==> config.mk <==
export PLATFORM = sky130hd
export DESIGN_NAME = switch_mcu_rf_wb_arbiter
export DESIGN_NICKNAME = d
export VERILOG_FILES = /design/src/rtl/switch_mcu_rf_wb_arbiter.sv
export SDC_FILE = /design/constraint.sdc
export NUM_CORES = 1
export LEC_CHECK = 0
export ABC_CLOCK_PERIOD_IN_PS = 7900
export CORE_MARGIN = 1.5
export CORE_UTILIZATION = 40
export CTS_BUF_LIST = sky130_fd_sc_hd__clkbuf_16
export CTS_CLUSTER_DIAMETER = 100
export DETAILED_ROUTE_END_ITERATION = 8
export GPL_ROUTABILITY_DRIVEN = 0
export PLACE_DENSITY = 0.78
export SYNTH_ARGS = -nofsm -noshare
export SYNTH_HDL_FRONTEND = slang
export SYNTH_SLANG_ARGS = --single-unit
==> constraint.sdc <==
create_clock -name in_clk -period 7.9 [get_ports in_clk]
set_clock_uncertainty 0.2 [all_clocks]
set_input_delay 1.975 -clock in_clk [delete_from_list [all_inputs] [get_ports in_clk]]
set_output_delay 1.975 -clock in_clk [all_outputs]
set_load 0.01 [all_outputs]
==> src/rtl/switch_mcu_rf_wb_arbiter.sv <==
// Write-back arbiter for the register file's single write port, with a busy scoreboard for decode stalls.
// Define SWITCH_MCU_RF_WB_RR_EN for round-robin arbitration; otherwise EX has fixed priority over LD.
module switch_mcu_rf_wb_arbiter #(
    parameter int ADDR_W = 5,
    parameter int DATA_W = 32
) (
    input  logic                    in_clk,
    input  logic                    in_rst,
    input  logic                    in_ex_valid,
    input  logic [ADDR_W-1:0]       in_ex_addr,
    input  logic [DATA_W-1:0]       in_ex_data,
    output logic                    out_ex_ready,
    input  logic                    in_ld_valid,
    input  logic [ADDR_W-1:0]       in_ld_addr,
    input  logic [DATA_W-1:0]       in_ld_data,
    output logic                    out_ld_ready,
    output logic                    out_rf_wen,
    output logic [ADDR_W-1:0]       out_rf_waddr,
    output logic [DATA_W-1:0]       out_rf_wdata,
    input  logic                    in_sb_set_en,
    input  logic [ADDR_W-1:0]       in_sb_set_addr,
    input  logic                    in_sb_flush,
    input  logic [ADDR_W-1:0]       in_rs1_addr,
    input  logic                    in_rs1_ren,
    input  logic [ADDR_W-1:0]       in_rs2_addr,
    input  logic                    in_rs2_ren,
    output logic                    out_stall,
    output logic [(1<<ADDR_W)-1:0]  out_busy
);

    localparam int NREG = 1 << ADDR_W;

    logic              ex_gnt;
    logic              ld_gnt;
    logic              vld_p0;
    logic [ADDR_W-1:0] waddr_p0;
    logic [DATA_W-1:0] wdata_p0;
    logic              vld_p1;
    logic [ADDR_W-1:0] waddr_p1;
    logic [DATA_W-1:0] wdata_p1;
    logic [NREG-1:0]   busy_q;
    logic [NREG-1:0]   busy_d;

`ifdef SWITCH_MCU_RF_WB_RR_EN
    // ptr_ld_q high means LD wins the next contended cycle
    logic ptr_ld_q;

    always_comb begin
        ex_gnt = in_ex_valid & (~in_ld_valid | ~ptr_ld_q);
        ld_gnt = in_ld_valid & (~in_ex_valid | ptr_ld_q);
    end

    always_ff @(posedge in_clk or negedge in_rst) begin
        if (!in_rst)
            ptr_ld_q <= 1'b0;
        else if (ex_gnt)
            ptr_ld_q <= 1'b1;
        else if (ld_gnt)
            ptr_ld_q <= 1'b0;
    end
`else
    always_comb begin
        ex_gnt = in_ex_valid;
        ld_gnt = in_ld_valid & ~in_ex_valid;
    end
`endif

    assign out_ex_ready = ex_gnt;
    assign out_ld_ready = ld_gnt;

    // Stage p0: select the winner; writes to r0 are accepted but never reach the port
    always_comb begin
        waddr_p0 = ex_gnt ? in_ex_addr : in_ld_addr;
        wdata_p0 = ex_gnt ? in_ex_data : in_ld_data;
        vld_p0   = (ex_gnt | ld_gnt) & (waddr_p0 != '0);
    end

    // Stage p1: registered write port; addr/data hold when nothing is granted
    always_ff @(posedge in_clk or negedge in_rst) begin
        if (!in_rst) begin
            vld_p1   <= 1'b0;
            waddr_p1 <= '0;
            wdata_p1 <= '0;
        end else begin
            vld_p1 <= vld_p0;
            if (ex_gnt | ld_gnt) begin
                waddr_p1 <= waddr_p0;
                wdata_p1 <= wdata_p0;
            end
        end
    end

    assign out_rf_wen   = vld_p1;
    assign out_rf_waddr = waddr_p1;
    assign out_rf_wdata = wdata_p1;

    // Set is applied after clear so a newer producer keeps the register busy
    always_comb begin
        busy_d = busy_q;
        if (in_sb_flush) begin
            busy_d = '0;
        end else begin
            if (vld_p1)
                busy_d[waddr_p1] = 1'b0;
            if (in_sb_set_en)
                busy_d[in_sb_set_addr] = 1'b1;
        end
        busy_d[0] = 1'b0;
    end

    always_ff @(posedge in_clk or negedge in_rst) begin
        if (!in_rst)
            busy_q <= '0;
        else
            busy_q <= busy_d;
    end

    assign out_busy  = busy_q;
    assign out_stall = (in_rs1_ren & busy_q[in_rs1_addr]) | (in_rs2_ren & busy_q[in_rs2_addr]);

endmodule

==> impl_metrics.yaml <==
route:
  wire_per_inst_um: 18.25
  via_per_inst: 5.554
  totalWireLength_um: 11790
  firstDrtPassIters: 4
  drtAntennaViolNets: 0
  drtIter0Drc: 224
  num_vias: 3588
  drc_errors: 0
grt:
  gr-usage-all-layers_pct: 24.34
  grt_pass1_wl_um: 18730
  gr-total-overflow: 0
  antenna_found_initial: 0
  grt_max_degree: 70
  grt_pass1_vias: 3506
synthesis:
  yosysWarnings: 0
  ys_ff_latch: 69
  synth.top_cells.by_area: "dfrtp_1 (46%), mux2i_1 (11%), o21ai_0 (9.0%), nand2_1 (7.3%), mux4_2 (5.4%)"
  synth_largest_area_cell: "dfrtp_1"
  seq_area_frac_synth_pct: 46.12
  synthFlopType: "dfrtp_1"
  syn_avg_cell_area_um2: 9.983
  syn_inst: 375
  synth_top_area_share_pct: 46.12
  synth_async_sr_flop_share_pct: 100.0
  synthDistinctLibCells: 36
  synth_area_um2: 3744
  synth_fp_nets: 472
  synth_edf_count: 0
placement:
  dp_cells: 630
  dp.final_hpwl_um: 8559
  io_buffers: 168
critical_path:
  cp.required_ns: 5.73
  path_class: "primary input to output pin"
  reg2regPathDepth: 3
  crit_top_cell: "clkdlybuf4s50_1"
  startpoint_type: "primary input"
  crit_chain: "clkdlybuf4s50_1 > mux4_1 > mux4_2 > o2111ai_2 > nand3_1 > clkdlybuf4s50_1"
  cp-end-kind: "output pin"
  critPathMaxStageDelay_ns: 0.74
  critical_path_peak_fanout: 9
  critPathSlowestCell: "clkdlybuf4s50_1"
  cp.arrival_ns: 4.55
clock_tree:
  cts_root_buffer: "clkbuf_16"
  cts_setup_buffers: 0
  clkTransAtPathRegs_ns: 0.05
  numCtsBuffers: 9
  clk_latency_ns: 0.33
  clk_path_buf_depth: 2
  cts_tree: "done"
  cts-htree-levels: 3
  cts.repair.resized: 0
  holdBufCountCts: 0
  cts.sinks: 69
layout:
  diodes: 0
  drive_above_1_share_pct: 6.729
  nNetsFinal: 627
  syn_to_final_growth_pct: 54.61
  instances_no_fill: 646
  n_fill_cell: 733
timing:
  setup_viol: 0
  period_needed_ns: 6.727
  worst_pin_slew_ns: 1.143
  hold_viol_final: 0
  rsz0062_at_grt: "no"
  drv_slew: 0
  period_share_pct: 85.15
  fin_setup_tns_ns: 0
  slew-limit-headroom_pct: 23.56
  fmax_mhz: 148.7
floorplan:
  initial_core_util_pct: 40.90
  die_h_um: 99.74
  pin_count: 170
  die_area_um2: 9948
  coreArea_um2: 9153
  die_w_um: 99.74
  row_count: 35
run_status:
  status: "completed"
pwr:
  p_leak_nw: 2.403
  p_per_area_nw_per_um2: 178.2
  peakVddDrop_mv: 0.1058
flow_run:
  maxCapViolCount: 0
worst_hold_path:
  min_path_cells: 2
  hold_path_class: "flop to flop"
through the flow:
step / cell area (um^2) / setup WS, ns / total power, W / hold WS (ns) / util, %
3_3_place_gp: 5449 / 1.213 / 0.0005759 / 0.3480 / 59.54
2_1_floorplan: 3744 / 2.315 / 0.0004633 / 0.3871 / -
6_report: 5788 / 1.173 / 0.001031 / 0.3667 / 63.24
3_5_place_dp: 5449 / 1.165 / 0.0005799 / 0.3609 / 59.54
4_1_cts: 5788 / 1.165 / 0.001038 / 0.3758 / 63.24
5_1_grt: 5788 / 1.047 / 0.001072 / 0.3971 / 63.24
cells by family (layout without fill, tap and decap cells):
family	Yosys count	after routing	synth area share (%)
AOI/OAI and AO/OA	105	105	14.77
DFF	69	69	46.12
and+or+nand+nor	113	113	14.31
muxes	58	58	21.22
buffers and inverters	29	189	3.476
other	1	1	0.1002
worst paths after layout:
check,start,slack [ns],end
min in group asynchronous,in_rst,1.65,out_rf_wdata[22]
worst min-delay path,out_rf_wdata[31],0.37,out_rf_wdata[31]
worst max-delay path,in_rs1_addr[0],1.17,out_stall
max in group asynchronous,in_rst,5.24,out_rf_wdata[5]
worst min register to register,out_rf_wdata[31],0.37,out_rf_wdata[31]
worst max register to register,out_rf_waddr[2],6.18,out_busy[4]
critical path, delay by kind of cell:
family	cells	cell delay, ns
and+or+nand+nor	1	0.09
buffers and inverters	2	1.22
AOI/OAI and AO/OA	1	0.17
muxes	2	1.10
flip-flops by register name (all words and copies together) (netlist names):
signal        count
out_busy         31
out_rf_waddr      5
out_rf_wdata     32
out_rf_wen        1
cell type report:
type	instances	area, um^2	share of cell area (%)
multi-input combinational	277	1887	32.60
sequential	69	1727	29.83
timing repair buffer	171	1689	29.18
clock buffer	9	225.2	3.891
tap	111	138.9	2.399
clock inverter	7	113.9	1.967
inverter	2	7.507	0.1297
report_power, final:
| part | leakage (nW) | internal (W) | switching [W] | total, W |
|---|---|---|---|---|
| clock | 0.161 | 0.000307 | 0.000151 | 0.000457 |
| combinational | 1.36 | 0.000104 | 0.0000785 | 0.000183 |
| sequential | 0.887 | 0.000373 | 0.0000176 | 0.000391 |
layer usage:
| layer | global-route usage, % | wire [um] | up-vias |
|---|---|---|---|
| li1 | - | - | 1657 |
| met1 | 30.97 | 4869 | 1713 |
| met2 | 38.67 | 5550 | 207 |
| met3 | 8.573 | 1224 | 11 |
| met4 | 8.342 | 146 | 0 |
| met5 | 0 | 0 | - |
synthesized netlist by cell type, types with 2 or more instances:
library cell and instances:
mux4_1 6, mux2i_1 40, and3_1 2, nand2_1 73, nor3b_1 4, a21oi_1 31, nor2b_1 3, or3b_2 2
buf_2 5, mux4_2 9, nand2b_1 2, dfrtp_1 69, buf_1 5, nand3b_1 7, mux2_2 3, nor3_1 2
nand3_1 6, nor2_1 5, clkbuf_1 14, inv_1 2, buf_4 2, and3b_1 3, o21ai_0 67
cells in the final DEF, fill, tap and decap left out, types with 2 or more instances in the layout:
master,netlist,layout
clkbuf_16,0,9
o21ai_0,67,67
mux2i_1,40,40
inv_1,2,2
buf_2,5,3
nand2b_1,2,2
bufinv_16,0,3
and3_1,2,2
and3b_1,3,3
nor2_1,5,5
nand3_1,6,6
mux2_2,3,3
clkinv_1,0,2
nand3b_1,7,7
nor3_1,2,2
dfrtp_1,69,69
mux4_1,6,6
nor2b_1,3,3
a21oi_1,31,31
clkdlybuf4s50_1,0,165
nor3b_1,4,4
or3b_2,2,2
mux4_2,9,9
nand2_1,73,73
buf_4,2,3
No activity file was read; power rests on OpenSTA's default activity.
==> RTL edit 1 (same flow settings) <==
Set the parameter `DATA_W` to 64 (it was 32).
--- a/src/rtl/switch_mcu_rf_wb_arbiter.sv
+++ b/src/rtl/switch_mcu_rf_wb_arbiter.sv
@@ -2,7 +2,7 @@
 // Define SWITCH_MCU_RF_WB_RR_EN for round-robin arbitration; otherwise EX has fixed priority over LD.
 module switch_mcu_rf_wb_arbiter #(
     parameter int ADDR_W = 5,
-    parameter int DATA_W = 32
+    parameter int DATA_W = 64
 ) (
     input  logic                    in_clk,
     input  logic                    in_rst,
Ports: changed (resized in_ex_data, in_ld_data and out_rf_wdata); port bits go from 170 to 266. No check against the original RTL was run, so the function may have changed too.
==> RTL edit 1 against the original RTL <==
Critical path depth stayed put. Final area increased by 42%. Sequential share of layout area increased by 0.98 points. Setup slack better by 7.9 ps. Die area up 37%. Sequential cell count up 32. Combinational power up 61%. Area after synthesis is 39% higher. Maximum frequency is 0.12% higher. Register-to-register slack barely moved. Critical path type unchanged. Power rose by 30%. Wire length is 51% higher. Utilization rose by 1.8 points.
==> RTL edit 1: results (changes against the original RTL) <==
largest_reg_flops: 64  # was 32
synth.cell_area_um2: 5190  # was 3740 um2
hold_path_class: "reg2reg"  # unchanged
final_antenna_net_count: 0  # unchanged
grt_max_degree: 120  # was 70
yosys_warnings: 0  # unchanged
slowest_delay_ps: 720  # was 740 ps
track_usage_pct: 26.3  # was 24.3%
leakage_uw: 0.00346  # was 0.00240 uW
muxShareOfSynthArea_pct: 21.5  # was 21.2%
placed_cell_area_um2: 7900  # was 5450 um2
vias_per_cell: 5.46  # was 5.55
layout-drive-gt1-share_pct: 4.61  # was 6.73%
synth_compound_area_share_pct: 13.7  # was 14.8%
tightest_slew_ps: 1130  # was 1140 ps
clk_pin_slew_ps: 70  # was 50 ps
synth_nets: 674  # was 472
hpwl_um: 13500  # was 8560 um
yosysSeqAreaShare_pct: 48.7  # was 46.1%
status: "completed"  # unchanged
place.port_buffers: 264  # was 168
crit_arrival_ps: 4540  # was 4550 ps
synth_top_cells_by_count: "nand2_1, dfrtp_1, o21ai_0"  # unchanged
ir_worst_vdd_uv: 102  # was 106 uV
dr.pass1.iters: 5  # was 4
grt_pass1_wl_um: 27300  # was 18700 um
[RTL edit 1: cell types whose count changed in the layout (fill, tap and decap cells not counted), sizes merged]
cell,delta
o21ai,+32
mux2i,+32
clkinvlp,-1
clkinv,+1
nand2,+32
inv,+1
bufinv,-1
dfrtp,+32
clkdlybuf4s50,+96
[RTL edit 1: metrics by stage]
step	total power [uW]	cells	setup slack [ps]	util [%]
floorplan	687	513	2320	-
global placement	876	915	1220	62.6
detailed placement	884	915	1170	62.6
CTS	1350	931	1160	65.0
global route	1400	931	1100	65.0
finish	1340	931	1180	65.0
[RTL edit 1: where the power goes]
| part | leakage, uW | switching, uW | total (uW) | internal [uW] |
|---|---|---|---|---|
| clock | 0.000155 | 192 | 465 | 273 |
| sequential | 0.00127 | 27.4 | 579 | 552 |
| combinational | 0.00203 | 124 | 295 | 171 |
| total | 0.00346 | 343 | 1340 | 997 |
[RTL edit 1: cells by family (layout without fill, tap and decap cells)]
logic type | count (synthesis) | after routing
AND/OR/NAND/NOR | 145 | 145
multiplexers | 90 | 90
other | 1 | 1
flip-flops | 101 | 101
buffers and inverters | 39 | 285
AO/OA/AOI/OAI | 137 | 137
[RTL edit 1: path summary, 6_finish.rpt]
path	start	endpoint	slack [ps]	cells past startpoint
hold reg to reg	out_rf_wdata[36]	out_rf_wdata[36]	370	2
hold / removal	out_rf_wdata[36]	out_rf_wdata[36]	370	2
max in group asynchronous	in_rst	out_rf_wdata[19]	4920	2
setup reg to reg	out_rf_waddr[2]	out_busy[5]	6170	3
setup / recovery	in_rs1_addr[0]	out_stall	1180	6
min in group asynchronous	in_rst	out_rf_wdata[58]	1440	1
[RTL edit 1: cell type report]
cell class                 count  area (um2)
clock buffer                   9         225
clock inverter                 7        81.3
fill                        1029        4420
inverter                       2        7.51
multi-input combinational    373        2490
sequential                   101        2530
tap                          172         215
timing repair buffer         267        2660
[RTL edit 1: metal layers]
layer | vias up | track usage (%) | wire length, um
met5 | - | 0 | 0
met4 | 0 | 10.7 | 601
met3 | 47 | 9.99 | 1870
met2 | 272 | 45.5 | 8920
met1 | 2462 | 29.4 | 6370
li1 | 2303 | - | -
[RTL edit 1: critical path, delay by kind of cell]
kind                   cells  cell delay [ps]
AOI/OAI and AO/OA          1              170
buffers and inverters      2             1200
muxes                      2             1100
and+or+nand+nor            1              100
==> RTL edit 2 (same settings) <==
Without the edit above. Build with the macro `SWITCH_MCU_RF_WB_RR_EN` defined.
--- a/src/rtl/switch_mcu_rf_wb_arbiter.sv
+++ b/src/rtl/switch_mcu_rf_wb_arbiter.sv
@@ -1,5 +1,7 @@
 // Write-back arbiter for the register file's single write port, with a busy scoreboard for decode stalls.
 // Define SWITCH_MCU_RF_WB_RR_EN for round-robin arbitration; otherwise EX has fixed priority over LD.
+`define SWITCH_MCU_RF_WB_RR_EN
+
 module switch_mcu_rf_wb_arbiter #(
     parameter int ADDR_W = 5,
     parameter int DATA_W = 32
Behaviour: not the same (Yosys sat finds a counterexample within 4 cycles, from zero or initial values and one cycle with in_rst low).
==> RTL edit 2 against the original RTL <==
Final area grew 4.9%. Power is 0.17% higher. Setup slack better by 80 ps. Wire length increased by 12%. Area after synthesis up 9.1%. Combinational power grew 32%. Final cell count rose by 17%. Register-to-register slack worse by 820 ps. Critical path depth did not move. Sequential cell count is 1 higher. Critical path type unchanged. Critical endpoint unchanged.
==> RTL edit 2: results (changes against the original RTL) <==
hold_start: "out_busy[6]"  # was out_rf_wdata[31]
wl_met3_um: 1300  # was 1220 um
synth_nets: 567  # was 472
synth_cell_types: 42  # was 36
met1_usage_pct: 30.5  # was 31.0%
status: "completed"  # unchanged
fillers: 873  # was 733
vias_per_cell: 5.61  # was 5.55
r2r-start: "ptr_ld_q"  # was out_rf_waddr[2]
grt_max_degree: 72  # was 70
grt_use_met3_pct: 7.33  # was 8.57%
pre_cts_ws_ps: 1220  # was 1170 ps
grt_pass1_vias: 4211  # was 3506
drt-met1-wl_um: 5190  # was 4870 um
track_usage_pct: 24.6  # was 24.3%
rr_endpoint: "out_rf_wdata[9]"  # was out_busy[4]
grt_pass1_wl_um: 21500  # was 18700 um
hpwl_um: 9560  # was 8560 um
detailroute.via_count: 4254  # was 3588
synth_area_per_cell_um2: 8.69  # was 9.98 um2
fin_nets: 717  # was 627
wl_met2_um: 6570  # was 5550 um
r2r_setup_slack_ps: 5360  # was 6180 ps
max_slew_margin_pct: 25.7  # was 23.6%
yosysSeqAreaShare_pct: 42.9  # was 46.1%
wl_um: 13200  # was 11800 um
use_met2_pct: 41.4  # was 38.7%
layout-drive-gt1-share_pct: 7.36  # was 6.73%
dr.pass1.iters: 5  # was 4
crit_start: "in_rs2_addr[0]"  # was in_rs1_addr[0]
multi_input_area_um2: 2160  # was 1890 um2
cp_max_fo: 10  # was 9
min_to: "out_busy[6]"  # was out_rf_wdata[31]
crit_arrival_ps: 4470  # was 4550 ps
placed_cell_area_um2: 5790  # was 5450 um2
ir_worst_vdd_uv: 134  # was 106 uV
holdWs_ps: 391  # was 367 ps
synth_top_cells_by_count: "a21oi_1, nand2_1, dfrtp_1"  # was nand2_1, dfrtp_1, o21ai_0
post-route-period-util_pct: 84.1  # was 85.2%
## RTL edit 2: layout make-up
type | count | area share, %
clock buffers | 9 | 3.71
multi-input cells | 364 | 35.6
flip-flops and latches | 70 | 28.9
repair buffers | 172 | 28.0
clock inverters | 7 | 0.825
inverters | 3 | 0.186
well taps | 133 | 2.74
## RTL edit 2: cells by family (layout without fill, tap and decap cells)
kind of cell | Yosys count | count (layout) | synth area share (%)
mux | 23 | 23 | 9.59
flops | 70 | 70 | 42.9
compound gates | 178 | 178 | 23.2
buf+inv | 36 | 191 | 4.11
simple gates | 162 | 162 | 20.1
other cells | 1 | 1 | 0.0919
## RTL edit 2: worst max-delay path, stage by stage
cell and delay, ps:
clkdlybuf4s50_1 780, mux4_2 560, nor3b_1 150, o41ai_1 340, o221ai_1 160, clkdlybuf4s50_1 500
## RTL edit 2: report_power, final
group	internal [uW]	leakage [uW]	total [uW]	switching, uW
Sequential	387	0.000894	419	32.2
Clock	213	0.000128	374	161
Combinational	130	0.00133	241	110
